`src/rtl/pll_align_ctrl_mlane.sv`:
```
// Multi-lane PLL phase-alignment controller.
// Sweeps a shared phase, then pulses datapath reset until lanes align.
module pll_align_ctrl_mlane #(
  parameter int LANES = 2,
  parameter int PHASE_W = 4,
  parameter int TMR_W = 8,
  parameter int RTY_W = 8,
  parameter int HIST_W = 6,
  parameter logic [HIST_W-1:0] MARGIN = 6'b111100,
  parameter int RST_CYC = 8,
  parameter int STOP_CYC = 12
) (
  input  logic               clk,
  input  logic               reset_n,
  input  logic               lock,
  input  logic [2*LANES-1:0] align_status,
  input  logic [LANES-1:0]   lane_mask,
  input  logic               reset_datapath,
  output logic [PHASE_W-1:0] phase,
  output logic               reset_datapath_out,
  output logic               stop_out,
  output logic               good_int,
  output logic               err,
  output logic [LANES-1:0]   fail_lane
);

  typedef enum logic [2:0] {
    IDLE, ROTATE, CHECK0, CLEAR,
    RESET_DP, CHECK1, GOOD, ERR
  } state_t;

  localparam logic [TMR_W-1:0] TMR_MAX = '1;
  localparam logic [RTY_W-1:0] RTY_MAX = '1;
  localparam logic [TMR_W-1:0] T1 = TMR_W'(1);
  localparam logic [TMR_W-1:0] T2 = TMR_W'(2);
  localparam logic [TMR_W-1:0] T4 = TMR_W'(4);
  localparam logic [TMR_W-1:0] TMR_PEN = TMR_MAX - T1;
  localparam logic [TMR_W-1:0] RST_T = TMR_W'(RST_CYC);
  localparam logic [TMR_W-1:0] STOP_T = TMR_W'(STOP_CYC);

  state_t state;
  logic lock_reg;
  logic rdp_ff;
  logic [2*LANES-1:0] align_ff;
  logic [TMR_W-1:0] timer;
  logic [RTY_W-1:0] retry;
  logic [HIST_W-1:0] hist;
  logic s0;
  logic s1;
  logic [LANES-1:0] fail_nxt;
  logic go_clear;
  logic counting;

  always_comb begin
    s0 = 1'b0;
    s1 = 1'b0;
    fail_nxt = '0;
    for (int i = 0; i < LANES; i++) begin
      s0 = s0 | (align_ff[2*i] & lane_mask[i]);
      s1 = s1 | (align_ff[2*i+1] & lane_mask[i]);
      fail_nxt[i] = lane_mask[i] &
        (align_ff[2*i] | align_ff[2*i+1]);
    end
  end

  // GOOD->CLEAR must restart the timer for the next datapath reset
  assign go_clear = (state == GOOD) && lock_reg &&
                    !s0 && (s1 || rdp_ff);
  assign counting = (state == ROTATE) ||
                    (state == RESET_DP) ||
                    ((state == GOOD) && !go_clear);
  assign err = (state == ERR);

  always_ff @(posedge clk or negedge reset_n) begin
    if (!reset_n) begin
      state <= IDLE;
      lock_reg <= 1'b0;
      rdp_ff <= 1'b0;
      align_ff <= '0;
      timer <= '0;
      retry <= '0;
      hist <= '0;
      phase <= '0;
      reset_datapath_out <= 1'b0;
      stop_out <= 1'b0;
      good_int <= 1'b0;
      fail_lane <= '0;
    end else begin
      lock_reg <= lock;
      rdp_ff <= reset_datapath;
      if (lock_reg) align_ff <= align_status;

      if (!counting) timer <= '0;
      else if (timer != TMR_MAX) timer <= timer + T1;

      if ((state == IDLE) || (state == CLEAR) ||
          (state == GOOD))
        retry <= '0;
      else if (((state == ROTATE) || (state == RESET_DP)) &&
               (timer == T1) && (retry != RTY_MAX))
        retry <= retry + RTY_W'(1);

      if (state == IDLE) hist <= '0;
      else if ((state == ROTATE) && (timer == T2))
        hist <= {hist[HIST_W-2:0], s0};

      if ((state == ROTATE) && (timer == T4))
        phase <= phase + PHASE_W'(1);

      reset_datapath_out <= (state == RESET_DP) &&
                            (timer < RST_T);
      stop_out <= (state == RESET_DP) && (timer < STOP_T);
      good_int <= (state == GOOD) && (timer == TMR_MAX);

      if (state == IDLE) fail_lane <= '0;

      unique case (state)
        IDLE: if (lock_reg) state <= ROTATE;
        ROTATE: begin
          if (retry == RTY_MAX) begin
            state <= ERR;
            fail_lane <= fail_nxt;
          end else if ((timer == TMR_MAX) && lock_reg) begin
            state <= CHECK0;
          end
        end
        CHECK0:
          state <= ((hist == MARGIN) && !s0) ? CLEAR : ROTATE;
        CLEAR: if (!rdp_ff) state <= RESET_DP;
        RESET_DP: begin
          if (retry == RTY_MAX) begin
            state <= ERR;
            fail_lane <= fail_nxt;
          end else if (timer == TMR_PEN) begin
            state <= CHECK1;
          end
        end
        CHECK1: state <= !s1 ? GOOD : RESET_DP;
        GOOD: begin
          if (!lock_reg || s0) state <= IDLE;
          else if (s1 || rdp_ff) state <= CLEAR;
        end
        ERR: begin
          if (!lock_reg) state <= IDLE;
          else if (rdp_ff) state <= CLEAR;
        end
        default: state <= IDLE;
      endcase
    end
  end

endmodule
```
`config.mk`:
```
export PLATFORM = sky130hd
export DESIGN_NAME = pll_align_ctrl_mlane
export DESIGN_NICKNAME = d
export VERILOG_FILES = /design/src/rtl/pll_align_ctrl_mlane.sv
export SDC_FILE = /design/constraint.sdc
export NUM_CORES = 1
export LEC_CHECK = 0
export BUFFER_PORTS_ARGS = -buffer_cell sky130_fd_sc_hd__buf_2
export CAP_MARGIN = 10
export CORE_AREA = 2 2 62 64
export CTS_BUF_LIST = sky130_fd_sc_hd__clkbuf_4 sky130_fd_sc_hd__clkbuf_8
export CTS_CLUSTER_SIZE = 20
export DETAILED_ROUTE_END_ITERATION = 16
export DIE_AREA = 0 0 64 66
export GPL_TIMING_DRIVEN = 0
export PLACE_DENSITY_LB_ADDON = 0.15
export SLEW_MARGIN = 20
export SYNTH_ARGS = -nofsm -noshare
export SYNTH_HDL_FRONTEND = slang
export SYNTH_SLANG_ARGS = --single-unit
```
`constraint.sdc`:
```
create_clock -name clk -period 2.92 [get_ports clk]
set_clock_uncertainty 0.15 [all_clocks]
set_input_delay 0.292 -clock clk [delete_from_list [all_inputs] [get_ports clk]]
set_output_delay 0.292 -clock clk [all_outputs]
set_load 0.05 [all_outputs]
```
==> metrics.yaml <==
pwr:
  p_int_w: 0.0006755
  ir_drop_uv: 331.1
  p_leak_nw: 1.031
  power_frac_seq: 0.652
  p_sw_w: 0.0001949
  p_sw_frac: 0.2239
  power_frac_clock: 0.306
  pwr-share-comb: 0.042
  cellPowerDensity_nw_per_um2: 379.3
timing:
  setup_viol: 0
  rsz0062_at_grt: "false"
  timing.final.hold_violations: 0
  worst_slack_ns: 0.5568
  slew_violations: 0
  fmax_mhz: 423.2
  relSlewSlack: 0.4254
  whs_ns: 0.02954
  finalCriticalPeriod_ns: 2.363
  setup-tns-final_ns: 0
  fin_crit_sh: 0.8093
  tightest_slew_ns: 0.8619
placement:
  hpwl_mm: 2.968
  pre_cts_ws_ns: 0.6224
  gp_routability_congestion: 0.8011
  io_buffers: 19
  placed_area_sq_um: 2215
floorplan:
  die_w_um: 64
  design.core.area_sq_um: 3551
  start_util: 0.5800
  ios: 20
  fp.dieH_um: 66
  rows: 22
  die_area_sq_um: 4224
finish:
  reg.largest.list: "retry: 8 flops, timer: 8 flops, hist: 6 flops"
  fin_util: 0.6462
  final_nets: 246
  area_delta_synth_final_pct: 11.42
  design_area_sq_um: 2295
  drive_gt1_frac: 0.1739
  mostFrequentLayoutCells: "40 x dfrtp_1, 26 x nor2_1, 20 x buf_2"
  final_common_cell: "dfrtp_1"
  insertedDiodeCount: 0
worst_setup_path:
  crit_type: "flip-flop to flip-flop"
  r2r_cells: 6
  r2r_setup_slack_ns: 0.56
  critPathCaptureType: "flip-flop"
  worstPathArrival_ns: 2.40
  worst_ep_required_time_ns: 2.96
  startpoint_type: "flip-flop"
  crit_path_max_fanout: 9
synth:
  synth_cell_types: 44
  netlist_area_sq_um: 2059
  syn_inst: 201
  avgSynthCellArea_sq_um: 10.25
  yosysSeqAreaShare: 0.4860
  yosys-top-cells-area: "dfrtp_1 49%, nor2_1 4.7%, xor2_1 4.7%, ha_1 3.6%, mux2i_1 2.9%"
  synth-seq-cells: 40
  synth_top_area_frac: 0.4860
  yosys.area.top_type: "dfrtp_1"
  synthFlopType: "dfrtp_1"
  syn_nets: 217
  synthArstFlopShare: 1.000
  ys_warn_count: 0
  synth-edff-count: 0
clocking:
  tritoncts: "built"
  numCtsBuffers: 5
  clockRootBuffer: "clkbuf_4"
  cts.reportedPaths.clkPinSlew_ns: 0.12
  cts_htree_levels: 2
  clock_sinks: 40
  clk_latency_ns: 0.35
  cts_buffer_depth: 2
  postCtsSetupBuffers: 0
detailed_routing:
  num_vias: 1575
  avgRoutedWirePerCell_um: 14.67
  antenna_left: 0
  drt-initial-drc-count: 93
  vias_per_cell: 5.665
  routed_wl_mm: 4.077
  route.detailed.drc: 0
  firstDrtPassIters: 5
grt:
  grt_max_degree: 41
  grt_pass1_vias: 1605
  grt_first_pass_wirelength_mm: 7.251
  track_usage: 0.2230
  gr-total-overflow: 0
  antenna_found_initial: 0
min_path:
  hold_depth: 2
  hold_path_class: "input pin to flip-flop"
flow_run:
  cap_violations: 0
status:
  status: "completed"
==> final timing paths <==
| kind | start | endpoint |
|---|---|---|
| worst max-delay path | state[0]$_DFFE_PN0P_ | hist[5]$_DFFE_PN0P_ |
| worst min-delay path | align_status[3] | align_ff[3]$_DFFE_PN0P_ |
| worst max register to register | state[0]$_DFFE_PN0P_ | hist[5]$_DFFE_PN0P_ |
| worst min register to register | phase[3]$_DFFE_PN0P_ | phase[3]$_DFFE_PN0P_ |
| max in group asynchronous | reset_n | timer[7]$_DFFE_PN0P_ |
| min in group asynchronous | reset_n | fail_lane[1]$_DFF_PN0_ |
==> what timing repair did <==
item                      in CTS  in global routing
hold endpoints to repair      42                  0
resized for setup              0                  0
hold buffers                   3                  0
==> per-stage QoR <==
step | total power (W) | std cells
finish | 0.0008704 | 278
global route | 0.0009078 | 278
CTS | 0.0008799 | 278
detailed placement | 0.0006135 | 268
global placement | 0.0006112 | 268
floorplan | 0.0005916 | 201
==> per-layer routing <==
metal | part of all wire | GRT usage
met1 | 0.45 | 0.2701
met2 | 0.50 | 0.3906
met3 | 0.033 | 0.05111
met4 | 0.013 | 0.07609
met5 | 0 | 0
==> layout make-up <==
type	count	area, sq um
fill	290	1256
multi-input combinational	148	1008
sequential	40	1001
timing repair buffer	22	125.1
tap	48	60.06
clock buffer	6	45.04
buffer	8	31.28
inverter	5	18.77
clock inverter	1	5.005
==> power by group through the flow <==
stage               registers (W)  clock network [W]  logic (W)
detailed placement       0.000579                  0  0.0000349
finish                   0.000568           0.000266  0.0000366
global route             0.000570           0.000296  0.0000425
floorplan                0.000577                  0  0.0000147
global placement         0.000578                  0  0.0000335
CTS                      0.000568           0.000274  0.0000379
==> logic make-up (layout without fill, tap and decap cells) <==
kind of cell             Yosys count  in the layout  share of synthesized area
AO/OA/AOI/OAI                     35             35                     0.1227
multiplexers                      11             11                    0.05650
flip-flops                        40             40                     0.4860
buffers and inverters             13             42                    0.02430
adder cells (fa/ha/maj)            8              8                    0.04617
XOR/XNOR                          15             15                    0.06379
AND/OR/NAND/NOR                   79             79                     0.2005
==> critical path: stages (launching register included) <==
cell and delay (ns):
dfrtp_1 0.34, clkbuf_1 0.29, nor3b_1 0.61, and4b_1 0.27
buf_2 0.21, mux2i_1 0.26, nor2_1 0.07
==> cells in the mapped netlist (2+ instances only) <==
cell,number
o31ai_1,3
and4_2,2
nand4_1,6
clkbuf_1,6
a211oi_1,4
nand2_1,10
a31oi_1,3
inv_1,5
maj3_1,2
nor2_1,26
a21o_1,2
o21ai_0,7
and3_1,5
nor3b_1,2
a21oi_1,7
xor2_1,11
ha_1,6
mux2_2,5
mux2i_1,6
xnor2_1,4
and3_2,2
nor3_1,5
dfrtp_1,40
and4_1,2
o22a_1,2
nand3_1,10
Note: power is estimated with default switching activity, not from simulation.
